===== config.mk =====
export PLATFORM = sky130hd
export DESIGN_NAME = control_unit_flat
export DESIGN_NICKNAME = d
export VERILOG_FILES = /design/src/rtl/cpu_ctrl_pkg.sv /design/src/rtl/control_unit_if.sv /design/src/rtl/op_class_decode.sv /design/src/rtl/control_unit.sv /design/src/flat_wrapper.sv
export SDC_FILE = /design/constraint.sdc
export NUM_CORES = 1
export LEC_CHECK = 0
export CAP_MARGIN = 40
export CELL_PAD_IN_SITES_DETAIL_PLACEMENT = 0
export CELL_PAD_IN_SITES_GLOBAL_PLACEMENT = 1
export CORE_MARGIN = 2
export CORE_UTILIZATION = 22
export CTS_CLUSTER_DIAMETER = 200
export DETAILED_ROUTE_END_ITERATION = 10
export GPL_ROUTABILITY_DRIVEN = 0
export PLACE_DENSITY = 0.89
export SLEW_MARGIN = 5
export SYNTH_ARGS = -nofsm -noshare
export SYNTH_HDL_FRONTEND = slang
export SYNTH_SLANG_ARGS = --single-unit

===== constraint.sdc =====
create_clock -name Clock -period 2.34 [get_ports Clock]
set_input_delay 0.234 -clock Clock [delete_from_list [all_inputs] [get_ports Clock]]
set_output_delay 0.234 -clock Clock [all_outputs]
set_load 0.03 [all_outputs]

===== src/rtl/cpu_ctrl_pkg.sv =====
// Shared constants for the Mini SRC hardwired control sequencer:
// opcodes, state encoding and opcode classes.
package cpu_ctrl_pkg;
   localparam int ALU_OP_W = 5;

   localparam logic [4:0] OP_ADD  = 5'b00011;
   localparam logic [4:0] OP_SUB  = 5'b00100;
   localparam logic [4:0] OP_SHR  = 5'b00101;
   localparam logic [4:0] OP_SHL  = 5'b00110;
   localparam logic [4:0] OP_ROR  = 5'b00111;
   localparam logic [4:0] OP_ROL  = 5'b01000;
   localparam logic [4:0] OP_AND  = 5'b01010;
   localparam logic [4:0] OP_OR   = 5'b01011;
   localparam logic [4:0] OP_MUL  = 5'b01111;
   localparam logic [4:0] OP_DIV  = 5'b10000;
   localparam logic [4:0] OP_NEG  = 5'b10001;
   localparam logic [4:0] OP_NOT  = 5'b10010;
   localparam logic [4:0] OP_NOP  = 5'b11010;
   localparam logic [4:0] OP_HALT = 5'b11011;

   typedef enum logic [3:0] {
      ST_RESET = 4'd0,
      ST_T0    = 4'd1,
      ST_T1    = 4'd2,
      ST_T2    = 4'd3,
      ST_T3    = 4'd4,
      ST_T4    = 4'd5,
      ST_T5    = 4'd6,
      ST_T6    = 4'd7,
      ST_HALT  = 4'd8
   } state_e;

   typedef enum logic [2:0] {
      CL_ALU2,
      CL_MULDIV,
      CL_UNARY,
      CL_NOP,
      CL_HALT
   } op_class_e;
endpackage


===== src/rtl/control_unit_if.sv =====
// Control strobes from the sequencer to the datapath, plus the IR and
// stop request fed back to the sequencer.
interface control_unit_if import cpu_ctrl_pkg::*; ();
   logic [31:0]         ir;
   logic                Stop;
   logic                PCout, Zlowout, Zhighout, MDRout;
   logic                MARin, Zin, PCin, MDRin, IRin, Yin, LOin, HIin;
   logic                IncPC, Read;
   logic                Gra, Grb, Grc, Rin, Rout;
   logic [ALU_OP_W-1:0] alu_op;
   logic                run;

   modport master (
      input  ir, Stop,
      output PCout, Zlowout, Zhighout, MDRout,
      output MARin, Zin, PCin, MDRin, IRin, Yin, LOin, HIin,
      output IncPC, Read, Gra, Grb, Grc, Rin, Rout, alu_op, run
   );

   modport slave (
      output ir, Stop,
      input  PCout, Zlowout, Zhighout, MDRout,
      input  MARin, Zin, PCin, MDRin, IRin, Yin, LOin, HIin,
      input  IncPC, Read, Gra, Grb, Grc, Rin, Rout, alu_op, run
   );
endinterface


===== src/rtl/op_class_decode.sv =====
// Maps an instruction opcode to the execute-sequence class it follows.
module op_class_decode
   import cpu_ctrl_pkg::*;
(
   input  logic [4:0] opcode,
   output op_class_e  op_class
);
   always_comb begin
      op_class = CL_NOP;
      case (opcode)
         OP_ADD, OP_SUB, OP_SHR, OP_SHL,
         OP_ROR, OP_ROL, OP_AND, OP_OR:  op_class = CL_ALU2;
         OP_MUL, OP_DIV:                 op_class = CL_MULDIV;
         OP_NEG, OP_NOT:                 op_class = CL_UNARY;
         OP_HALT:                        op_class = CL_HALT;
         default:                        op_class = CL_NOP;
      endcase
   end
endmodule


===== src/rtl/control_unit.sv =====
// Hardwired Mini SRC control sequencer: fetch, decode and one control
// state per clock, with outputs decoded from the present state and opcode.
//
//   state | meaning
//   RESET | held by clear, all outputs 0
//   T0    | PC to MAR, PC+4 into Z
//   T1    | Z to PC, memory read into MDR
//   T2    | MDR to IR
//   T3-T6 | execute steps, depend on opcode class
//   HALT  | idle until clear, all outputs 0
module control_unit
   import cpu_ctrl_pkg::*;
(
   input  logic           Clock,
   input  logic           clear,
   control_unit_if.master bus
);
   state_e    state, state_next, instr_end;
   op_class_e op_class;
   logic [4:0] opcode;

   assign opcode = bus.ir[31:27];

   op_class_decode u_op_class_decode (
      .opcode   (opcode),
      .op_class (op_class)
   );

   always_ff @(posedge Clock or negedge clear) begin
      if (!clear) state <= ST_RESET;
      else        state <= state_next;
   end

   // Stop only matters on the edge that leaves the last state of an instruction.
   assign instr_end = bus.Stop ? ST_HALT : ST_T0;

   always_comb begin
      state_next = state;
      case (state)
         ST_RESET: state_next = ST_T0;
         ST_T0:    state_next = ST_T1;
         ST_T1:    state_next = ST_T2;
         ST_T2:    state_next = ST_T3;
         ST_T3: begin
            case (op_class)
               CL_ALU2, CL_MULDIV, CL_UNARY: state_next = ST_T4;
               CL_HALT:                      state_next = ST_HALT;
               default:                      state_next = instr_end;
            endcase
         end
         ST_T4:    state_next = (op_class == CL_UNARY)  ? instr_end : ST_T5;
         ST_T5:    state_next = (op_class == CL_MULDIV) ? ST_T6 : instr_end;
         ST_T6:    state_next = instr_end;
         ST_HALT:  state_next = ST_HALT;
         default:  state_next = ST_RESET;
      endcase
   end

   always_comb begin
      bus.PCout = 1'b0; bus.Zlowout = 1'b0; bus.Zhighout = 1'b0; bus.MDRout = 1'b0;
      bus.MARin = 1'b0; bus.Zin = 1'b0; bus.PCin = 1'b0; bus.MDRin = 1'b0;
      bus.IRin = 1'b0; bus.Yin = 1'b0; bus.LOin = 1'b0; bus.HIin = 1'b0;
      bus.IncPC = 1'b0; bus.Read = 1'b0;
      bus.Gra = 1'b0; bus.Grb = 1'b0; bus.Grc = 1'b0; bus.Rin = 1'b0; bus.Rout = 1'b0;
      bus.alu_op = '0;
      bus.run = (state != ST_RESET) && (state != ST_HALT);
      case (state)
         ST_T0: begin
            bus.PCout = 1'b1; bus.MARin = 1'b1; bus.IncPC = 1'b1; bus.Zin = 1'b1;
         end
         ST_T1: begin
            bus.Zlowout = 1'b1; bus.PCin = 1'b1; bus.Read = 1'b1; bus.MDRin = 1'b1;
         end
         ST_T2: begin
            bus.MDRout = 1'b1; bus.IRin = 1'b1;
         end
         ST_T3: begin
            if (op_class == CL_ALU2 || op_class == CL_MULDIV) begin
               bus.Grb = 1'b1; bus.Rout = 1'b1; bus.Yin = 1'b1;
            end else if (op_class == CL_UNARY) begin
               bus.Grb = 1'b1; bus.Rout = 1'b1; bus.Zin = 1'b1;
            end
         end
         ST_T4: begin
            if (op_class == CL_UNARY) begin
               bus.Zlowout = 1'b1; bus.Gra = 1'b1; bus.Rin = 1'b1;
            end else begin
               bus.Grc = 1'b1; bus.Rout = 1'b1; bus.Zin = 1'b1;
            end
         end
         ST_T5: begin
            bus.Zlowout = 1'b1;
            if (op_class == CL_MULDIV) bus.LOin = 1'b1;
            else begin
               bus.Gra = 1'b1; bus.Rin = 1'b1;
            end
         end
         ST_T6: begin
            bus.Zhighout = 1'b1; bus.HIin = 1'b1;
         end
         default: ;
      endcase
      // The ALU sees the opcode for the whole execute phase.
      if (state == ST_T3 || state == ST_T4 || state == ST_T5 || state == ST_T6)
         bus.alu_op = opcode;
   end
endmodule


===== src/flat_wrapper.sv =====
// flat-port wrapper written by rule: the top's interface ports become plain ports
module control_unit_flat import cpu_ctrl_pkg::*;
  (Clock, clear, bus_ir, bus_Stop, bus_PCout, bus_Zlowout, bus_Zhighout, bus_MDRout, bus_MARin, bus_Zin, bus_PCin, bus_MDRin, bus_IRin, bus_Yin, bus_LOin, bus_HIin, bus_IncPC, bus_Read, bus_Gra, bus_Grb, bus_Grc, bus_Rin, bus_Rout, bus_alu_op, bus_run);
  control_unit_if bus_i ();
  input  logic Clock;
  input  logic clear;
  input wire logic [$bits(bus_i.ir)-1:0] bus_ir;
  input wire logic [$bits(bus_i.Stop)-1:0] bus_Stop;
  output wire logic [$bits(bus_i.PCout)-1:0] bus_PCout;
  output wire logic [$bits(bus_i.Zlowout)-1:0] bus_Zlowout;
  output wire logic [$bits(bus_i.Zhighout)-1:0] bus_Zhighout;
  output wire logic [$bits(bus_i.MDRout)-1:0] bus_MDRout;
  output wire logic [$bits(bus_i.MARin)-1:0] bus_MARin;
  output wire logic [$bits(bus_i.Zin)-1:0] bus_Zin;
  output wire logic [$bits(bus_i.PCin)-1:0] bus_PCin;
  output wire logic [$bits(bus_i.MDRin)-1:0] bus_MDRin;
  output wire logic [$bits(bus_i.IRin)-1:0] bus_IRin;
  output wire logic [$bits(bus_i.Yin)-1:0] bus_Yin;
  output wire logic [$bits(bus_i.LOin)-1:0] bus_LOin;
  output wire logic [$bits(bus_i.HIin)-1:0] bus_HIin;
  output wire logic [$bits(bus_i.IncPC)-1:0] bus_IncPC;
  output wire logic [$bits(bus_i.Read)-1:0] bus_Read;
  output wire logic [$bits(bus_i.Gra)-1:0] bus_Gra;
  output wire logic [$bits(bus_i.Grb)-1:0] bus_Grb;
  output wire logic [$bits(bus_i.Grc)-1:0] bus_Grc;
  output wire logic [$bits(bus_i.Rin)-1:0] bus_Rin;
  output wire logic [$bits(bus_i.Rout)-1:0] bus_Rout;
  output wire logic [$bits(bus_i.alu_op)-1:0] bus_alu_op;
  output wire logic [$bits(bus_i.run)-1:0] bus_run;
  assign bus_i.ir = bus_ir;
  assign bus_i.Stop = bus_Stop;
  assign bus_PCout = bus_i.PCout;
  assign bus_Zlowout = bus_i.Zlowout;
  assign bus_Zhighout = bus_i.Zhighout;
  assign bus_MDRout = bus_i.MDRout;
  assign bus_MARin = bus_i.MARin;
  assign bus_Zin = bus_i.Zin;
  assign bus_PCin = bus_i.PCin;
  assign bus_MDRin = bus_i.MDRin;
  assign bus_IRin = bus_i.IRin;
  assign bus_Yin = bus_i.Yin;
  assign bus_LOin = bus_i.LOin;
  assign bus_HIin = bus_i.HIin;
  assign bus_IncPC = bus_i.IncPC;
  assign bus_Read = bus_i.Read;
  assign bus_Gra = bus_i.Gra;
  assign bus_Grb = bus_i.Grb;
  assign bus_Grc = bus_i.Grc;
  assign bus_Rin = bus_i.Rin;
  assign bus_Rout = bus_i.Rout;
  assign bus_alu_op = bus_i.alu_op;
  assign bus_run = bus_i.run;
  control_unit u_core (.Clock(Clock), .clear(clear), .bus(bus_i));
endmodule

; ---- After elaboration in Yosys (flattened, before gate mapping)
; Memories as Yosys holds them, arrays and structs flattened.
; Cells that the tools add are included.
[op_classes]
reduce_logical = 10
mux = 25
eq_ne = 12
[op_table]
columns = operator, n
row1 = $pmux 4 s9, 1
row2 = $eq 4x3->1 const B, 4
row3 = $mux 1, 15
row4 = $mux 4, 3
row5 = $eq 4x2->1 const B, 2
row6 = $pmux 4 s2, 1
row7 = $pmux 1 s2, 3
row8 = $mux 5, 1
row9 = $eq 4x1->1 const B, 1
row10 = $eq 4x4->1 const B, 1
row11 = $logic_not 4->1, 1
row12 = $logic_or 1x1->1, 4
row13 = $ne 4x4->1 const B, 1
row14 = $reduce_bool 4->1, 1
row15 = $eq 3x1->1 const B, 1
row16 = $eq 3x2->1 const B, 1
row17 = $eq 3x3->1 const B, 1
row18 = $logic_not 3->1, 1
row19 = $pmux 1 s3, 1
row20 = $reduce_or 3->1, 1
row21 = $reduce_or 2->1, 1
row22 = $logic_and 1x1->1, 1
[totals]
register_bits = 4
n_memories = 1
inputBits = 35
elab_cells = 49
rom_bits = 96
[mem_list]
columns = name, words, width, rd, rd_ports_with_merged_regs, write_ports, line_no
row1 = (name not given), 32, 3, 1, 0, 0, op_class_decode.sv:10  ; case (opcode)

; ---- Logic depth before layout (Yosys ltp)
[depth]
ltp_word = 5
mapped_depth = 10

; ---- By module
; Synthesis repeated with hierarchy kept, for this count alone.
[unflattened]
cells_unflattened = 95
hier_area_um2 = 737.0
[by_module_without_submodules]
columns = module, area_per_inst_um2, cells_each, seq_area_each_um2, instances
row1 = control_unit, 594.3, 76, 100.1, 1
row2 = op_class_decode, 142.6, 19, 0.0, 1

; ---- Worst setup path after synthesis
; OpenSTA, ideal clock, no wires.
[synth_timing]
path_type = input-to-output
from = input bus_ir[28]
to = output bus_Rout
path_slack_ns = -0.208
cell_stages = 7
n_path_buf = 0
required_ns = 2.106
arrival_ns = 2.314
path_cell_list = inv_1 -> ha_1 -> nor3b_2 -> a211oi_2 -> o32a_2 -> nor4_1 -> a31o_1
[synth_via]
elab_chain_cells = 5
word_cells_on_any_way = 9
cone_classes = eq/ne (2) / mux (4) / reduce/logical (2) / memory (1)
[synth_lines]
columns = element, line_no
row1 = from (decl), flat_wrapper.sv:7  ; input wire logic [$bits(bus_i.ir)-1:0] bus_ir;
row2 = $mem_v2 32x3 (*), n/a
row3 = "$eq 3x2->1, or another cell as far along", "control_unit.sv:80, control_unit.sv:85"
row4 = $mux 1 or $logic_or 1x1->1 (tied branches), "control_unit.sv:80, control_unit.sv:78"
row5 = $mux 1, control_unit.sv:78  ; if (op_class == CL_ALU2 || op_class == CL_MULDIV) begin
row6 = $pmux 1 s2 (*), control_unit.sv:67  ; case (state)
row7 = to (decl), flat_wrapper.sv:27  ; output wire logic [$bits(bus_i.Rout)-1:0] bus_Rout;
; Mark *: on every way between the ends. The rest lies on a longest branch, timed or not.

; ---- Final worst setup path
[layout_timing]
from = input bus_ir[27]
to = output bus_Grb
[layout_via]
elab_chain_cells = 5
word_cells_on_any_way = 8
cone_classes = eq/ne (2) / mux (3) / reduce/logical (2) / memory (1)
[layout_lines]
columns = element, line_no
row1 = $mem_v2 32x3 (*), n/a
row2 = "$eq 3x2->1, or another cell as far along", control_unit.sv:80  ; end else if (op_class == CL_UNARY) begin
row3 = $mux 1 or $logic_or 1x1->1 (tied branches), "control_unit.sv:80, control_unit.sv:78"
row4 = $mux 1 (*), control_unit.sv:78
row5 = $mux 1 (*), control_unit.sv:67
row6 = to (decl), flat_wrapper.sv:24  ; output wire logic [$bits(bus_i.Grb)-1:0] bus_Grb;
; Marked as above.

==> flow_summary.toml <==
[floorplan]
ios = 60
fp.dieArea_sq_um = 4180
die_y_um = 64.6
start_util_pct = 22.4
die_x_um = 64.6
rows = 22
core-area_sq_um = 3610

[global_routing]
grt_max_degree = 14
grt.overflow.total = 0
track_usage_pct = 11.0
grt_pass1_vias = 834
grt_pass1_wl_um = 3740
antenna_found_initial = 0

[layout]
diodes = 0
final_nets = 186
largest_register = "u_core.state"
drive_gt1_share_pct = 37.0
largest_reg_flops = 4
top_regs = "u_core.state: 4 flops"
fillers = 370
final_cell_area_sq_um = 1310
area_growth_syn_to_layout_pct = 62.4

[pwr]
power.internal_uw = 595
total_power_uw = 1230
pwr-share-comb_pct = 75.8
swShare_pct = 51.5
p_leak_uw = 0.000560
seqPwrFrac_pct = 12.6
switchingPower_uw = 632
power.share.clock_pct = 11.6
power.density_nw_per_um2 = 935
ir_drop_v = 0.000264

[sta]
final.setup.tns_ps = 0
max_freq_mhz = 446
period_minus_slack_ps = 2240
finalSetupViolations = 0
max_slew_margin_pct = 72.3
worst_slew_pin_slew_ps = 416
fin_crit_sh_pct = 95.9
hold_violations = 0
clock_skew_ps = 3.28
hold_ws_ps = 218
worst_slack_ps = 96.6
slew_viol_final = 0
rsz0062_at_grt = "no"

[synthesis]
synthFlopType = "dfrtp_1"
synthCells = 103
netlist-cell-type-count = 43
synth_edf_count = 0
yosysSeqAreaShare_pct = 12.4
netlist_area_sq_um = 808
synth_top_area_share_pct = 12.4
yosys-top-cells-area = "dfrtp_1, buf_4, ha_1"
ys_warn_count = 0
synth_top_area_cell = "dfrtp_1"
avgSynthCellArea_sq_um = 7.85
synth-seq-cells = 4
synthArstFlopShare_pct = 100
syn_nets = 141

[clock_tree]
worst_skew_pair.late_latency_ps = 210
numCtsBuffers = 3
htreeDepth = 1
holdBufCountCts = 0
cts_buffer_depth = 2
clock-root-buffer = "clkbuf_8"
cts_sinks = 4
cts_tree = "done"
path_clk_slew_ps = 30

[placed_design]
hpwlAfterDp_um = 1690
port_buffers = 32
place_ws_ps = -174
placedInstanceArea_sq_um = 1220

[flow_run]
maxCapViolations = 0

[routing]
drc = 0
firstDrtPassIters = 4
vias_per_cell = 4.56
first_iter_violations = 24
via_count = 885
wire_per_inst_um = 11.5
drtAntennaViolNets = 0
routed_wl_um = 2230

[setup_path]
crit_path_end_kind = "output port"
critPathKind = "in -> out"
cp_max_fo = 3
critPathRequiredTime_ps = 2110
startpoint_type = "input port"
cp.arrival_ps = 2010

[hold_path]
hold_class = "in -> async"

[run_status]
outcome = "completed"
[through the flow]
| step | utilization (%) | std cells |
|---|---|---|
| after floorplan | - | 103 |
| after global placement | 33.9 | 188 |
| after detailed placement | 33.9 | 188 |
| after CTS | 36.3 | 194 |
| after global routing | 36.4 | 194 |
| final | 36.4 | 194 |
[synth_stat cells, types with 2 or more instances]
master and number:
a21oi_1 4, and2_1 4, and3_1 2, buf_4 8
buf_6 3, clkbuf_1 5, dfrtp_1 4, ha_1 3
inv_1 6, mux2i_1 2, nand2_1 3, nand2b_1 3
nand3_1 6, nor2_1 9, nor2b_1 3, nor3_1 5
nor4_1 2, o21ai_0 4, or3_1 2, xnor2_1 2
[cell type report]
type	count	area (sq um)	area share, %
clock buffers	3	41.3	3.15
flip-flops and latches	4	100	7.63
inverters	7	26.3	2.00
well taps	48	60.1	4.58
multi-input cells	76	598	45.6
repair buffers	56	487	37.1
[worst max-delay path: stages]
cell and delay (ps):
dlygate4sd2_1 240, buf_4 130, ha_2 180, nor3b_2 210, a211oi_2 50, o32a_2 220
buf_4 150, a21boi_4 140, nor4_2 240, buf_4 210
[cell families (layout without fill, tap and decap cells)]
family / after synthesis / after routing / synth area share, %
multiplexers: 2 / 2 / 2.48
AND/OR/NAND/NOR: 46 / 46 / 35.6
flip-flops: 4 / 4 / 12.4
XOR/XNOR: 2 / 2 / 2.17
AO/OA/AOI/OAI: 23 / 23 / 25.5
buffers and inverters: 23 / 66 / 17.2
adder cells (fa/ha/maj): 3 / 3 / 4.64
[layout by cell type, fill, tap and decap left out, types with 2 or more instances in the layout]
cell	count
a21oi_1	3
and2_1	3
and3_1	2
buf_4	30
buf_6	3
clkbuf_8	3
clkdlybuf4s50_1	18
dfrtp_1	4
dlygate4sd2_1	4
ha_2	2
inv_1	5
mux2i_1	2
nand2_1	3
nand2b_1	3
nand3_1	6
nor2_1	9
nor2b_1	3
nor3_1	4
nor4_2	2
o21ai_0	4
or3_1	2
xnor2_1	2
[final timing paths]
kind	startpoint	endpoint	slack (ps)	depth (start not counted)
setup / recovery	bus_ir[27]	bus_Grb	100	10
hold / removal	clear	u_core.state[1]$_DFF_PN0_	220	1
setup reg to reg	u_core.state[3]$_DFF_PN0_	u_core.state[0]$_DFF_PN0_	790	4
hold reg to reg	u_core.state[1]$_DFF_PN0_	u_core.state[2]$_DFF_PN0_	700	2
max in group asynchronous	clear	u_core.state[2]$_DFF_PN0_	1960	1
min in group Clock	u_core.state[1]$_DFF_PN0_	u_core.state[2]$_DFF_PN0_	700	2
[routing by layer]
layer  vias to the layer above  routed length (um)  share of wire, %  track usage [%]
li1                        450                   -                 -                -
met1                       410                1030                46             14.0
met2                        21                1110                50             18.9
met3                         4                  61               2.7            0.868
met4                         0                  29               1.3             4.79
met5                         -                   0                 0                0
[power by group through the flow]
stage / logic, uW / clock network, uW / registers [uW]
after detailed placement: 909 / 0 / 151
after global placement: 902 / 0 / 151
after global routing: 986 / 153 / 159
final: 930 / 142 / 155
after CTS: 927 / 146 / 151
after floorplan: 645 / 0 / 126
[timing repair]
action,4_1_cts,5_1_grt
setup buffers,3,0
pin swaps,4,0
resized for setup,13,1
endpoints found under the setup margin,8,8
No activity file was read; power rests on OpenSTA's default activity.
